File: src/rtl/seq_divider.sv
// Sequential sign-magnitude divider: 16-bit dividend magnitude by 7-bit divisor
// magnitude, one restoring-division step per clock, MSB first.
// Optional feature: define DIV_EARLY_TERM_EN to finish in one cycle whenever
// the divisor magnitude is larger than the dividend magnitude (quotient is 0).
module seq_divider (
   input  logic        clk,
   input  logic        rst,
   input  logic        start,
   input  logic [16:0] Dividend_in,
   input  logic [7:0]  Divisor_in,
   output logic [16:0] Quot_out,
   output logic [6:0]  Rem_out,
   output logic        busy,
   output logic        done,
   output logic        dz
);

   typedef enum logic [1:0] {
      S_IDLE = 2'd0,
      S_RUN  = 2'd1,
      S_DONE = 2'd2
   } state_t;

   state_t      state_q, state_d;
   logic [4:0]  cnt_q, cnt_d;       // completed iterations, 0..16
   logic [15:0] dvd_q, dvd_d;       // dividend bits shift out, quotient bits shift in
   logic [6:0]  dvs_q, dvs_d;       // divisor magnitude
   logic [6:0]  prem_q, prem_d;     // partial remainder
   logic        sign_q, sign_d;     // XOR of operand signs
   logic        zero_q, zero_d;     // divisor magnitude was zero
`ifdef DIV_EARLY_TERM_EN
   logic        early_q, early_d;   // divisor magnitude exceeds dividend magnitude
`endif
   logic [16:0] quot_q, quot_d;
   logic [6:0]  rem_q, rem_d;
   logic        busy_q, busy_d;
   logic        done_q, done_d;
   logic        dz_q, dz_d;

   // Restoring step: shift in next dividend bit, trial-subtract the divisor.
   // When the trial is non-negative the true difference is below 128, so the
   // low 7 bits of a modulo-128 subtraction are exact.
   logic [7:0]  shifted_s;
   logic        ge_s;
   logic [6:0]  diff_s;

   // Datapath for one restoring-division iteration.
   always_comb begin
      shifted_s = {prem_q, dvd_q[15]};
      ge_s      = (shifted_s >= {1'b0, dvs_q});
      diff_s    = shifted_s[6:0] - dvs_q;
   end

   // Next-state, datapath updates and registered-output updates.
   always_comb begin
      state_d = state_q;
      cnt_d   = cnt_q;
      dvd_d   = dvd_q;
      dvs_d   = dvs_q;
      prem_d  = prem_q;
      sign_d  = sign_q;
      zero_d  = zero_q;
`ifdef DIV_EARLY_TERM_EN
      early_d = early_q;
`endif
      quot_d  = quot_q;
      rem_d   = rem_q;
      busy_d  = busy_q;
      done_d  = 1'b0;
      dz_d    = dz_q;

      case (state_q)
         S_IDLE: begin
            if (start) begin
               state_d = S_RUN;
               busy_d  = 1'b1;
               cnt_d   = 5'd0;
               dvd_d   = Dividend_in[15:0];
               dvs_d   = Divisor_in[6:0];
               prem_d  = 7'd0;
               sign_d  = Dividend_in[16] ^ Divisor_in[7];
               zero_d  = (Divisor_in[6:0] == 7'd0);
`ifdef DIV_EARLY_TERM_EN
               early_d = (Divisor_in[6:0] != 7'd0) &&
                         ({9'd0, Divisor_in[6:0]} > Dividend_in[15:0]);
`endif
            end else begin
               state_d = S_IDLE;
            end
         end
         S_RUN: begin
            if (zero_q) begin
               state_d = S_DONE;
               busy_d  = 1'b0;
               done_d  = 1'b1;
               dz_d    = 1'b1;
               quot_d  = {sign_q, 16'hFFFF};
               rem_d   = 7'd0;
            end
`ifdef DIV_EARLY_TERM_EN
            else if (early_q) begin
               state_d = S_DONE;
               busy_d  = 1'b0;
               done_d  = 1'b1;
               dz_d    = 1'b0;
               quot_d  = 17'd0;
               rem_d   = dvd_q[6:0];
            end
`endif
            else if (cnt_q == 5'd16) begin
               state_d = S_DONE;
               busy_d  = 1'b0;
               done_d  = 1'b1;
               dz_d    = 1'b0;
               quot_d  = {sign_q & (dvd_q != 16'd0), dvd_q};
               rem_d   = prem_q;
            end else begin
               cnt_d  = cnt_q + 5'd1;
               dvd_d  = {dvd_q[14:0], ge_s};
               prem_d = ge_s ? diff_s : shifted_s[6:0];
            end
         end
         S_DONE: begin
            state_d = S_IDLE;
         end
         default: begin
            state_d = S_IDLE;
            busy_d  = 1'b0;
         end
      endcase
   end

   // State and output registers, cleared asynchronously by reset.
   always_ff @(posedge clk or negedge rst) begin
      if (!rst) begin
         state_q <= S_IDLE;
         cnt_q   <= 5'd0;
         dvd_q   <= 16'd0;
         dvs_q   <= 7'd0;
         prem_q  <= 7'd0;
         sign_q  <= 1'b0;
         zero_q  <= 1'b0;
`ifdef DIV_EARLY_TERM_EN
         early_q <= 1'b0;
`endif
         quot_q  <= 17'd0;
         rem_q   <= 7'd0;
         busy_q  <= 1'b0;
         done_q  <= 1'b0;
         dz_q    <= 1'b0;
      end else begin
         state_q <= state_d;
         cnt_q   <= cnt_d;
         dvd_q   <= dvd_d;
         dvs_q   <= dvs_d;
         prem_q  <= prem_d;
         sign_q  <= sign_d;
         zero_q  <= zero_d;
`ifdef DIV_EARLY_TERM_EN
         early_q <= early_d;
`endif
         quot_q  <= quot_d;
         rem_q   <= rem_d;
         busy_q  <= busy_d;
         done_q  <= done_d;
         dz_q    <= dz_d;
      end
   end

   assign Quot_out = quot_q;
   assign Rem_out  = rem_q;
   assign busy     = busy_q;
   assign done     = done_q;
   assign dz       = dz_q;

endmodule
File: config.mk
export PLATFORM = sky130hd
export DESIGN_NAME = seq_divider
export DESIGN_NICKNAME = d
export VERILOG_FILES = /design/src/rtl/seq_divider.sv
export SDC_FILE = /design/constraint.sdc
export NUM_CORES = 1
export LEC_CHECK = 0
export ABC_CLOCK_PERIOD_IN_PS = 5850
export CAP_MARGIN = 20
export CORE_AREA = 8 8 97 99
export DETAILED_ROUTE_END_ITERATION = 6
export DIE_AREA = 0 0 105 107
export GPL_TIMING_DRIVEN = 0
export PLACE_DENSITY_LB_ADDON = 0.1
export SETUP_SLACK_MARGIN = 0.3
export SYNTH_ARGS = -nofsm -noshare
export SYNTH_HDL_FRONTEND = slang
export SYNTH_SLANG_ARGS = --single-unit
File: constraint.sdc
create_clock -name clk -period 5.85 [get_ports clk]
set_input_delay 0.585 -clock clk [delete_from_list [all_inputs] [get_ports clk]]
set_output_delay 0.585 -clock clk [all_outputs]
set_load 0.01 [all_outputs]
==> metrics.yaml, run 1 <==
status: "finished clean"
timing.fmax_mhz: 382
gr-total-overflow: 0
tightest_slew_ns: 0.842
cp.arrival_ns: 2.90
via_per_inst: 5.01
synthTopCellsByCount: "nand2_1, dfrtp_1, o21ai_0, nand3_1, nor2_1"
worstSetupEndpointType: "flop"
cts_tree: "done"
clk_pin_slew_worst_paths_ns: 0.08
min_path_type: "in2async"
startpoint_type: "flop"
drtPass1Iterations: 4
ir_worst_vdd_uv: 379
n_fill_cell: 776
swShare_pct: 37.5
finalSetupTns_ns: 0
die_area_um2: 11200
setup_ws_ns: 3.23
drt-initial-drc-count: 78
ant_nets: 0
grt_max_degree: 67
p_per_area_nw_per_um2: 631
cellLeakagePower_nw: 1.85
clock-sinks: 66
globalRouteTotalUtil_pct: 14.4
post_cts_resized: 0
cts_root_buf: "clkbuf_8"
intPower_mw: 1.59
first_global_vias: 2615
cts_made_buffers: 9
fin_worst_skew_ns: 0.0113
setup_viol: 0
routedWlPerCell_um: 15.3
grt_pass1_wl_um: 13200
area_growth_syn_to_layout_pct: 30.2
final_nets: 425
r2r_setup_slack_ns: 3.23
clock_latency_ns: 0.34
synth-edff-count: 0
die_h_um: 107
yosys.area_share.adder_pct: 4.28
coreArea_um2: 7930
r2r_end: "prem_q[0]"
totalWireLength_um: 7610
setup.worst_path.class: "reg2reg"
worstPathRequired_ns: 6.13
muxShareOfSynthArea_pct: 2.14
hold_buffers: 0
synth_top_area_share_pct: 53.3
final_hold_viol_count: 0
die_width_um: 105
synth_flop_cell: "dfrtp_1"
rows: 33
slew_headroom_pct: 43.9
rsz0062_at_grt: "false"
drive_gt1_share_pct: 8.42
synth-xor-area-share_pct: 2.26
yosys.area_share.simple_pct: 20.4
vias: 2491
yosysUniqueCellTypes: 44
yosys_register_bits: 66
synth.area.top_cells: "dfrtp_1, nand2_1, o21ai_0"
async_flop_share_pct: 100
gp_congestion: 0.788
synth_compound_area_share_pct: 13.2
p_comb_share_pct: 46.8
slew_viol_final: 0
rr_worst_depth: 10
clkPwrFrac_pct: 20.2
clockBufferDepth: 2
design.portCount: 55
synth_top_family_by_area: "simple AND/OR/NAND/NOR gates"
fin_crit_sh_pct: 44.8
antenna_found_initial: 0
drc: 0
power_frac_seq_pct: 33.0
netlist_area_um2: 3100
initial_core_util_pct: 39.1
dp_hpwl_um: 5590
yosysTopAreaCell: "dfrtp_1"
numPortBuffers: 54
yosys_warnings: 0
synth_fp_nets: 360
antenna_cells: 0
cts_max_level: 3
ys_seq_area_share_pct: 53.3
fin_crit_ns: 2.62
pre_cts_ws_ns: 3.18
maxCapViolations: 0
rr_startpoint: "dvd_q[15]"
switchingPower_mw: 0.953
synthCells: 322
post-cts-setup-buffers: 0
worstPathMaxFanout: 10
yosysMostFrequentCell: "nand2_1"
syn_area_per_cell_um2: 9.62
power groups by stage:
stage          sequential, mW  combinational [mW]  clock [mW]
2_1_floorplan           0.842               0.803           0
3_3_place_gp            0.844                1.18           0
3_5_place_dp            0.850                1.21           0
4_1_cts                 0.842                1.21       0.524
5_1_grt                 0.871                1.36       0.543
6_report                0.839                1.19       0.514
per-layer routing:
layer	part of all wire, %	up-vias	GRT usage (%)
li1	-	1239	-
met1	46	1203	17.2
met2	48	39	24.1
met3	4.1	10	3.90
met4	1.7	0	5.50
met5	0	-	0
cell type report:
type	instances	area, um^2	share of cell area (%)
plain buffers	16	83.8	2.08
clock buffers	11	141	3.51
clock inverters	5	125	3.10
inverters	14	52.6	1.30
multi-input cells	226	1310	32.5
flip-flops and latches	66	1650	41.0
well taps	105	131	3.26
repair buffers	54	538	13.3
how the worst max path moves through the flow:
stage | start | endpoint | depth (start not counted)
after CTS | dvd_q[15] | prem_q[0] | 10
after global routing | dvd_q[15] | prem_q[0] | 10
after global placement | rst | dvs_q[1] | 1
after detailed placement | start | dvd_q[11] | 7
final | dvd_q[15] | prem_q[0] | 10
after floorplan | dvd_q[15] | prem_q[0] | 10
cells by family after synthesis:
family	after synthesis
AND/OR/NAND/NOR	141
XOR/XNOR	8
flip-flops	66
multiplexers	6
AO/OA/AOI/OAI	61
adder cells (fa/ha/maj)	10
buffers and inverters	30
critical path: stages, from the launching register on:
cell,delay [ns]
dfrtp_1,0.40
inv_1,0.16
ha_1,0.19
inv_1,0.05
fa_1,0.42
a211oi_2,0.30
o211ai_1,0.15
a311o_1,0.34
buf_6,0.15
mux2_4,0.30
o21ai_2,0.10
registers in the layout, indices dropped and copies added (netlist names):
register,flops
state_q,2
sign_q,1
busy,1
zero_q,1
done,1
prem_q,7
Rem_out,7
Quot_out,17
dz,1
dvd_q,16
dvs_q,7
cnt_q,5
layout by cell type, fill, tap and decap left out, types with 5 or more instances in the layout:
master	Yosys	layout
nand2_1	82	82
dfrtp_1	66	66
clkdlybuf4s50_1	0	53
o21ai_0	23	23
nand3_1	21	21
nor2_1	16	16
inv_1	13	13
clkbuf_1	9	10
clkbuf_8	0	10
a22oi_1	9	9
ha_1	9	9
a22o_1	7	7
xor2_1	6	6
a31oi_1	6	6
a21oi_1	5	5
per-stage QoR:
step | hold WS [ns] | total power [mW] | cell area (um^2) | cells | util (%)
after floorplan | 0.289 | 1.64 | 3100 | 322 | -
after global placement | 0.460 | 2.03 | 3770 | 481 | 47.5
after detailed placement | 0.466 | 2.06 | 3770 | 481 | 47.5
after CTS | 0.375 | 2.58 | 4030 | 497 | 50.9
after global routing | 0.408 | 2.77 | 4030 | 497 | 50.9
final | 0.336 | 2.54 | 4030 | 497 | 50.9
(Power assumes the default switching activity.)
==> inputs of run 2 (changes only) <==
- ABC_CLOCK_PERIOD_IN_PS: 5850 -> 2700
- clock period: 5.85 -> 2.7 ns (I/O delays scaled with it)
==> metrics.yaml, run 2 (synthesized netlist as in run 1, its figures left out) <==
status: "finished clean"
tightest_slew_ns: 0.845
fin_crit_ns: 2.37
cp_slowest_cell: "dfrtp_1"
p_total_mw: 5.73
clk_pin_slew_worst_paths_ns: 0.08
worstSetupEndpointType: "flop"
worstPathRequired_ns: 2.97
final_nets: 433
die_area_um2: 11200
routedWlPerCell_um: 15.3
largest_reg_flops: 17
final_area_um2: 4110
clock_latency_ns: 0.34
regArea_um2: 1650
cp.arrival_ns: 2.65
gp_congestion: 0.788
cts_tree: "done"
antenna_cells: 0
globalRouteTotalUtil_pct: 14.5
fin_worst_skew_ns: 0.0112
setup.worst_path.class: "reg2reg"
critPathMaxStageDelay_ns: 0.39
ir_worst_vdd_uv: 812
setup_viol: 0
clockBufferDepth: 2
rsz0062_at_grt: "true"
cp_top_family: "compound AO/OA/AOI/OAI gates"
crit_chain: "inv_2 -> ha_4 -> inv_2 -> fa_2 -> a211oi_2 -> o211ai_1 -> a311o_1 -> buf_6 -> mux2_4 -> o21ai_2"
ant_nets: 0
drive_gt1_share_pct: 11.3
final_common_cell: "nand2_1"
gr-total-overflow: 0
drc: 0
crit_start: "dvd_q[15]"
grt_pass1_wl_um: 13300
whs_ns: 0.0336
p_per_area_nw_per_um2: 1390
dp_hpwl_um: 5590
cts_max_level: 3
slew_headroom_pct: 43.6
fin_crit_sh_pct: 87.8
die_h_um: 107
worstPathMaxFanout: 6
design.portCount: 55
coreArea_um2: 7930
cellLeakagePower_nw: 1.89
hold_buffers: 0
maxCapViolations: 0
final_cell_mix: "nand2_1, dfrtp_1, clkdlybuf4s50_1, nand3_1, o21ai_0"
cts_root_buf: "clkbuf_8"
min_path_type: "in2async"
totalWireLength_um: 7700
area_growth_syn_to_layout_pct: 32.8
grt_max_degree: 67
drt-initial-drc-count: 69
startpoint_type: "flop"
n_fill_cell: 774
cp_common_cell: "inv_2"
vias: 2531
final_hold_viol_count: 0
multi_input_area_um2: 1320
placed_area_um2: 3770
rows: 33
numPortBuffers: 54
path_buf_inv: 3
first_global_vias: 2641
initial_core_util_pct: 39.1
rr_startpoint: "dvd_q[15]"
via_per_inst: 5.01
antenna_found_initial: 0
drtPass1Iterations: 4
timing.fmax_mhz: 422
die_width_um: 105
slew_viol_final: 0
cts_made_buffers: 9
clock-sinks: 66
-- run 2: cell types whose count changed in the layout (fill, tap and decap cells not counted), sizes merged --
cell and delta:
buf +8
-- run 2: final cells by class --
| cell class | instances | share of cell area (%) |
|---|---|---|
| multi-input cells | 226 | 32.2 |
| clock buffers | 11 | 3.44 |
| clock inverters | 5 | 3.04 |
| plain buffers | 16 | 2.04 |
| flip-flops and latches | 66 | 40.2 |
| inverters | 14 | 1.28 |
| well taps | 105 | 3.20 |
| repair buffers | 62 | 14.6 |
-- run 2: per-layer routing --
metal	global-route usage [%]	up-vias	part of all wire, %
met3	3.90	10	4.0
met5	0	-	0
met4	5.50	0	1.5
li1	-	1254	-
met1	17.5	1222	46
met2	24.3	45	49
-- run 2: final timing paths --
check | cells past startpoint | slack [ns] | to
setup reg to reg | 10 | 0.33 | prem_q[0]
setup / recovery | 10 | 0.33 | prem_q[0]
hold / removal | 1 | 0.03 | Quot_out[2]
hold reg to reg | 2 | 0.48 | dz
max in group asynchronous | 1 | 2.11 | dvs_q[2]
min in group clk | 2 | 0.48 | dz
-- run 2: stage by stage --
| step | TNS [ns] | instances | util (%) | setup slack, ns |
|---|---|---|---|---|
| after floorplan | 0 | 322 | - | 0.350 |
| after global routing | 0 | 505 | 51.9 | 0.195 |
| after global placement | -62.34 | 481 | 47.5 | -0.949 |
| after CTS | 0 | 501 | 51.3 | 0.308 |
| after detailed placement | 0 | 481 | 47.5 | 0.0940 |
| final | 0 | 505 | 51.9 | 0.329 |
-- run 2: power by group --
| part | switching, mW | internal (mW) | total (mW) |
|---|---|---|---|
| Sequential | 0.359 | 1.46 | 1.82 |
| Clock | 0.378 | 0.731 | 1.11 |
| Combinational | 1.38 | 1.41 | 2.79 |
| Total | 2.12 | 3.60 | 5.73 |
-- run 2: timing repair --
action                     in CTS  in global routing
setup endpoints to repair       7                  5
setup buffers                   4                  4
resized for setup               2                  9
pin swaps                       1                  8
